$ cat src/rtl/count_pkg.sv
// Shared definitions for the button-driven BCD counter: FSM encoding,
// digit width and default timing parameters.
package count_pkg;

    typedef enum logic [1:0] {
        IDLE   = 2'b00,
        HOLD   = 2'b01,
        REPEAT = 2'b10,
        LOCK   = 2'b11
    } state_t;

    localparam int BCD_W            = 4;
    localparam int DEF_TICK_BITS    = 19;
    localparam int DEF_HOLD_TICKS   = 50;
    localparam int DEF_REPEAT_TICKS = 10;
    localparam int DEF_DIGITS       = 4;

    // Hold/repeat counter must reach the larger of the two limits.
    function automatic int cnt_width(input int hold_ticks, input int repeat_ticks);
        return $clog2((hold_ticks > repeat_ticks) ? hold_ticks : repeat_ticks) + 1;
    endfunction

endpackage

$ cat src/rtl/bcd_step_unit.sv
// Combinational multi-digit BCD increment/decrement; wrap flags the
// all-9 -> all-0 (up) or all-0 -> all-9 (down) roll-over.
module bcd_step_unit
    import count_pkg::*;
#(
    parameter int DIGITS = DEF_DIGITS
) (
    input  logic [BCD_W*DIGITS-1:0] bcd_in,
    input  logic                    up,
    output logic [BCD_W*DIGITS-1:0] bcd_out,
    output logic                    wrap
);

    logic             carry;
    logic [BCD_W-1:0] digit;

    always_comb begin
        bcd_out = bcd_in;
        carry   = 1'b1;
        digit   = '0;
        for (int i = 0; i < DIGITS; i++) begin
            digit = bcd_in[i*BCD_W +: BCD_W];
            if (carry) begin
                if (up) begin
                    if (digit == BCD_W'(9)) begin
                        bcd_out[i*BCD_W +: BCD_W] = '0;
                    end else begin
                        bcd_out[i*BCD_W +: BCD_W] = digit + BCD_W'(1);
                        carry = 1'b0;
                    end
                end else begin
                    if (digit == '0) begin
                        bcd_out[i*BCD_W +: BCD_W] = BCD_W'(9);
                    end else begin
                        bcd_out[i*BCD_W +: BCD_W] = digit - BCD_W'(1);
                        carry = 1'b0;
                    end
                end
            end
        end
        // Carry/borrow surviving past the top digit means the count rolled over.
        wrap = carry;
    end

endmodule

$ cat src/rtl/button_count_ctrl.sv
// Turns debounced up/down/clear levels into single steps and hold-to-repeat
// steps of a BCD count register driving the 7-segment display.
module button_count_ctrl
    import count_pkg::*;
#(
    parameter int TICK_BITS    = DEF_TICK_BITS,
    parameter int HOLD_TICKS   = DEF_HOLD_TICKS,
    parameter int REPEAT_TICKS = DEF_REPEAT_TICKS,
    parameter int DIGITS       = DEF_DIGITS
) (
    input  logic                    clk,
    input  logic                    reset,
    input  logic                    db_up,
    input  logic                    db_down,
    input  logic                    db_clr,
    output logic [BCD_W*DIGITS-1:0] bcd,
    output logic                    step,
    output logic                    wrap,
    output logic                    busy
);

    localparam int CNT_W = cnt_width(HOLD_TICKS, REPEAT_TICKS);

    logic [TICK_BITS-1:0]    tick_cnt;
    logic                    tick;
    logic                    hist_up, hist_down, hist_clr;
    logic                    up_rise, down_rise, clr_rise;
    state_t                  state, state_nxt;
    logic                    dir_up, dir_up_nxt;
    logic [CNT_W-1:0]        hr_cnt, hr_cnt_nxt, hr_cnt_inc;
    logic                    do_step, do_clr, step_up;
    logic                    active, other_rise;
    logic [BCD_W*DIGITS-1:0] bcd_stepped;
    logic                    step_wrap;

    assign tick       = (tick_cnt == '0);
    assign up_rise    = db_up & ~hist_up;
    assign down_rise  = db_down & ~hist_down;
    assign clr_rise   = db_clr & ~hist_clr;
    assign active     = dir_up ? db_up : db_down;
    assign other_rise = dir_up ? down_rise : up_rise;
    assign hr_cnt_inc = hr_cnt + CNT_W'(1);
    assign busy       = (state != IDLE);

    bcd_step_unit #(.DIGITS(DIGITS)) u_step (
        .bcd_in  (bcd),
        .up      (step_up),
        .bcd_out (bcd_stepped),
        .wrap    (step_wrap)
    );

    always_comb begin
        state_nxt  = state;
        dir_up_nxt = dir_up;
        hr_cnt_nxt = hr_cnt;
        do_step    = 1'b0;
        do_clr     = 1'b0;
        step_up    = dir_up;
        // Clear overrides everything; still-held buttons need a fresh press.
        if (clr_rise) begin
            do_clr     = 1'b1;
            state_nxt  = IDLE;
            hr_cnt_nxt = '0;
        end else begin
            case (state)
                IDLE: begin
                    if (up_rise || down_rise) begin
                        if (db_up && db_down) begin
                            state_nxt = LOCK;
                        end else begin
                            do_step    = 1'b1;
                            step_up    = up_rise;
                            dir_up_nxt = up_rise;
                            state_nxt  = HOLD;
                            hr_cnt_nxt = '0;
                        end
                    end
                end
                HOLD, REPEAT: begin
                    if (!active) begin
                        state_nxt = IDLE;
                    end else if (other_rise) begin
                        state_nxt = LOCK;
                    end else if (tick) begin
                        if (hr_cnt_inc == ((state == HOLD) ? CNT_W'(HOLD_TICKS)
                                                           : CNT_W'(REPEAT_TICKS))) begin
                            do_step    = 1'b1;
                            state_nxt  = REPEAT;
                            hr_cnt_nxt = '0;
                        end else begin
                            hr_cnt_nxt = hr_cnt_inc;
                        end
                    end
                end
                LOCK: begin
                    if (!db_up && !db_down) state_nxt = IDLE;
                end
                default: state_nxt = IDLE;
            endcase
        end
    end

    // History regs reset high so a button held through reset needs a release first.
    always_ff @(posedge clk) begin
        if (reset) begin
            tick_cnt  <= '0;
            hist_up   <= 1'b1;
            hist_down <= 1'b1;
            hist_clr  <= 1'b1;
            state     <= IDLE;
            dir_up    <= 1'b1;
            hr_cnt    <= '0;
            bcd       <= '0;
            step      <= 1'b0;
            wrap      <= 1'b0;
        end else begin
            tick_cnt  <= tick_cnt + TICK_BITS'(1);
            hist_up   <= db_up;
            hist_down <= db_down;
            hist_clr  <= db_clr;
            state     <= state_nxt;
            dir_up    <= dir_up_nxt;
            hr_cnt    <= hr_cnt_nxt;
            step      <= do_step;
            wrap      <= do_step & step_wrap;
            if (do_clr)       bcd <= '0;
            else if (do_step) bcd <= bcd_stepped;
        end
    end

endmodule
$ cat config.mk
export PLATFORM = sky130hd
export DESIGN_NAME = button_count_ctrl
export DESIGN_NICKNAME = d
export VERILOG_FILES = /design/src/rtl/count_pkg.sv /design/src/rtl/bcd_step_unit.sv /design/src/rtl/button_count_ctrl.sv
export SDC_FILE = /design/constraint.sdc
export NUM_CORES = 1
export LEC_CHECK = 0
export CORE_MARGIN = 4
export CORE_UTILIZATION = 45
export CTS_BUF_LIST = sky130_fd_sc_hd__clkbuf_4
export CTS_CLUSTER_DIAMETER = 40
export DETAILED_ROUTE_END_ITERATION = 7
export HOLD_SLACK_MARGIN = 0.08
export PLACE_DENSITY = 0.65
export SLEW_MARGIN = 10
export SYNTH_ARGS = -nofsm -noshare
export SYNTH_HDL_FRONTEND = slang
export SYNTH_SLANG_ARGS = --single-unit
$ cat constraint.sdc
create_clock -name clk -period 2.7 [get_ports clk]
set_input_delay 0.405 -clock clk [delete_from_list [all_inputs] [get_ports clk]]
set_output_delay 0.405 -clock clk [all_outputs]
set_load 0.03 [all_outputs]
==> results.toml, run 1 <==
[status]
status = "finished clean"

[sta]
hold_ws_ns = 0.494
setup_viol = 0
finalSetupTns_ns = 0
worst_pin_slew_ns = 0.597
skew_ns = 0.0131
rsz0062_at_grt = "no"
drv_slew = 0
max_slew_margin_pct = 60.1
finalHoldViolations = 0
finalCritPeriodShare_pct = 93.8
period_needed_ns = 2.53
fmax_mhz = 395

[logic_synthesis]
async_flop_share_pct = 0
ys_warn_count = 0
synth.ff_latch_count = 50
synth-edff-count = 0
syn_inst = 416
synth_ff_type = "dfxtp_1"
syn_area_um2 = 3200
postSynthAreaPerCell_um2 = 7.68
ys_types = 59
seq_area_frac_synth_pct = 31.3
syn_nets = 429

[power]
p_leak_nw = 1.37
cellPowerDensity_nw_per_um2 = 481
ir_drop_mv = 0.257

[global_route]
grt_max_degree = 27
grtUsageMet2_pct = 26.7
antenna_found_initial = 0
grt_pass1_vias = 2662
gr-max-usage-layer = "met2"
grt_use_total_pct = 17.1
overflow = 0
grt_pass1_wl_um = 12300
use_met1_pct = 24.5
grtUsageMet3_pct = 2.71

[setup_path]
startpoint_type = "flop"
worst_setup_path_end_kind = "flop"
arrival_ns = 2.85
cp_slowest_cell = "o41ai_4"
path_cells = "inv_1 -> ha_2 -> and2b_1 -> a21oi_1 -> o311ai_2 -> o2111ai_2 -> o41ai_4 -> buf_4 -> and2_2 -> mux2i_1"
path_max_fanout = 6
crit_required_ns = 3.01
max_stage_delay_ns = 0.42
path_class = "flop to flop"

[layout]
post-route-util_pct = 54.2
stdcell_count = 539
antenna_cells = 0
drive_gt1_share_pct = 12.2
nNetsFinal = 455
area_delta_synth_final_pct = 15.9

[placed_design]
gp_congestion = 0.786
io_buffers = 23
dp.cells = 529
dp_hpwl_um = 5100

[cts]
cts_buffers = 5
cts-hold-fix-buffers = 0
clk_latency_ns = 0.37
clockBufferDepth = 2
clk_pin_slew_ns = 0.16
tritoncts = "yes"
cts.sinks = 50
cts-htree-levels = 2
cts_root_buffer = "clkbuf_4"

[hold_path]
holdCritPathClass = "flop to flop"

[routing]
antenna_left = 0
vias_per_cell = 5.44
wirelength_um = 6970
drt_iter0_drc = 127
wl_per_cell_um = 12.9
num_vias = 2930
first_pass_iters = 4
drc_errors = 0

[die]
start_util_pct = 46.8
row_count = 30
core_um2 = 6830
fp.dieH_um = 92.3
ios = 24
die-area_um2 = 8510
die_x_um = 92.3

[flow_run]
drv_cap = 0
[final timing paths]
| check | startpoint | endpoint | slack, ns | cells past startpoint |
|---|---|---|---|---|
| max | state[1] | bcd[13] | 0.17 | 10 |
| min | tick_cnt[0] | tick_cnt[0] | 0.49 | 1 |
| min reg2reg | tick_cnt[0] | tick_cnt[0] | 0.49 | 1 |
| max reg2reg | state[1] | bcd[13] | 0.17 | 10 |
[cells by family after synthesis]
group	after synthesis	synth area share, %
xor gates and xnor gates	24	6.58
adders and majority gates	8	3.13
muxes	13	4.11
and+or+nand+nor	201	31.2
buffers and inverters	43	5.60
AOI/OAI and AO/OA	77	18.0
DFF	50	31.3
[cells in the mapped netlist (4+ instances only)]
cell	count	area (µm²)
nor3_1	7	35.0
nand2b_1	10	62.6
nand4_1	7	43.8
a21oi_1	18	90.1
nor2b_1	4	25.0
xnor2_1	13	114
o211ai_1	8	60.1
inv_1	11	41.3
ha_1	8	100
o21ai_0	13	65.1
a311oi_1	4	35.0
buf_2	4	20.0
a21o_1	4	30.0
mux2i_1	12	120
xor2_1	11	96.3
and3_1	11	68.8
buf_1	4	15.0
o31ai_1	4	30.0
nor3b_1	5	37.5
nor4_1	6	37.5
or3_1	7	43.8
nand4b_1	4	35.0
dfxtp_1	50	1000
nor2_1	51	191
nand2_1	56	210
clkbuf_1	21	78.8
nand3_1	16	80.1
[per-layer routing]
metal	vias to the layer above	wire, µm
li1	1518	-
met1	1369	3540
met2	38	3180
met3	5	182
met5	-	0
met4	0	65
[sequential cells by signal (all words and copies together), names as in the netlist]
signal	count
hr_cnt	7
bcd	16
hist_clr	1
wrap	1
hist_up	1
step	1
tick_cnt	19
dir_up	1
hist_down	1
state	2
[critical path, delay by kind of cell, from the launching register on]
family          cells  cell delay [ns]
flops               1             0.39
mux                 1             0.19
fa+ha+maj           1             0.21
buf+inv             2             0.27
simple gates        2             0.41
compound gates      4             1.02
[final cells by class]
class | instances | area [µm²]
clock buffer | 5 | 37.5
clock inverter | 3 | 21.3
fill | 661 | 3130
inverter | 11 | 41.3
multi-input combinational | 323 | 2030
sequential | 50 | 1000
tap | 96 | 120
timing repair buffer | 51 | 453
[through the flow]
| step | power, mW | cell area [µm²] | worst slack, ns |
|---|---|---|---|
| 3_5_place_dp | 1.42 | 3620 | -0.117 |
| 2_1_floorplan | 1.21 | 3200 | 0.305 |
| 3_3_place_gp | 1.41 | 3620 | -0.0459 |
| 5_1_grt | 1.90 | 3700 | 0.00274 |
| 6_report | 1.78 | 3700 | 0.166 |
| 4_1_cts | 1.78 | 3670 | 0.0672 |
[timing repair]
action	4_1_cts	5_1_grt
pin swaps	1	4
buffers inserted	0	2
gates resized for setup	0	5
endpoints found under the setup margin	1	18
[placed cells by master (no fill, tap or decap), types with 12 or more instances in the layout]
| cell type | count |
|---|---|
| xnor2_1 | 13 |
| nand2_1 | 56 |
| buf_4 | 27 |
| a21oi_1 | 18 |
| clkdlybuf4s50_1 | 23 |
| nor2_1 | 51 |
| o21ai_0 | 13 |
| dfxtp_1 | 48 |
| mux2i_1 | 12 |
| nand3_1 | 16 |
[where the power goes]
part | internal, mW | switching (mW)
combinational | 0.272 | 0.341
clock | 0.102 | 0.256
sequential | 0.767 | 0.0418
total | 1.14 | 0.639
No activity file was read; power rests on OpenSTA's default activity.
==> run 2: changes to the inputs <==
--- a/config.mk
+++ b/config.mk
@@ -8,7 +8,7 @@
 export CORE_MARGIN = 4
 export CORE_UTILIZATION = 45
 export CTS_BUF_LIST = sky130_fd_sc_hd__clkbuf_4
-export CTS_CLUSTER_DIAMETER = 40
+export CTS_CLUSTER_DIAMETER = 120
 export DETAILED_ROUTE_END_ITERATION = 7
 export HOLD_SLACK_MARGIN = 0.08
 export PLACE_DENSITY = 0.65
==> results of run 2 <==
Same layout as run 1: the final DEF is identical, and so are final timing and power.
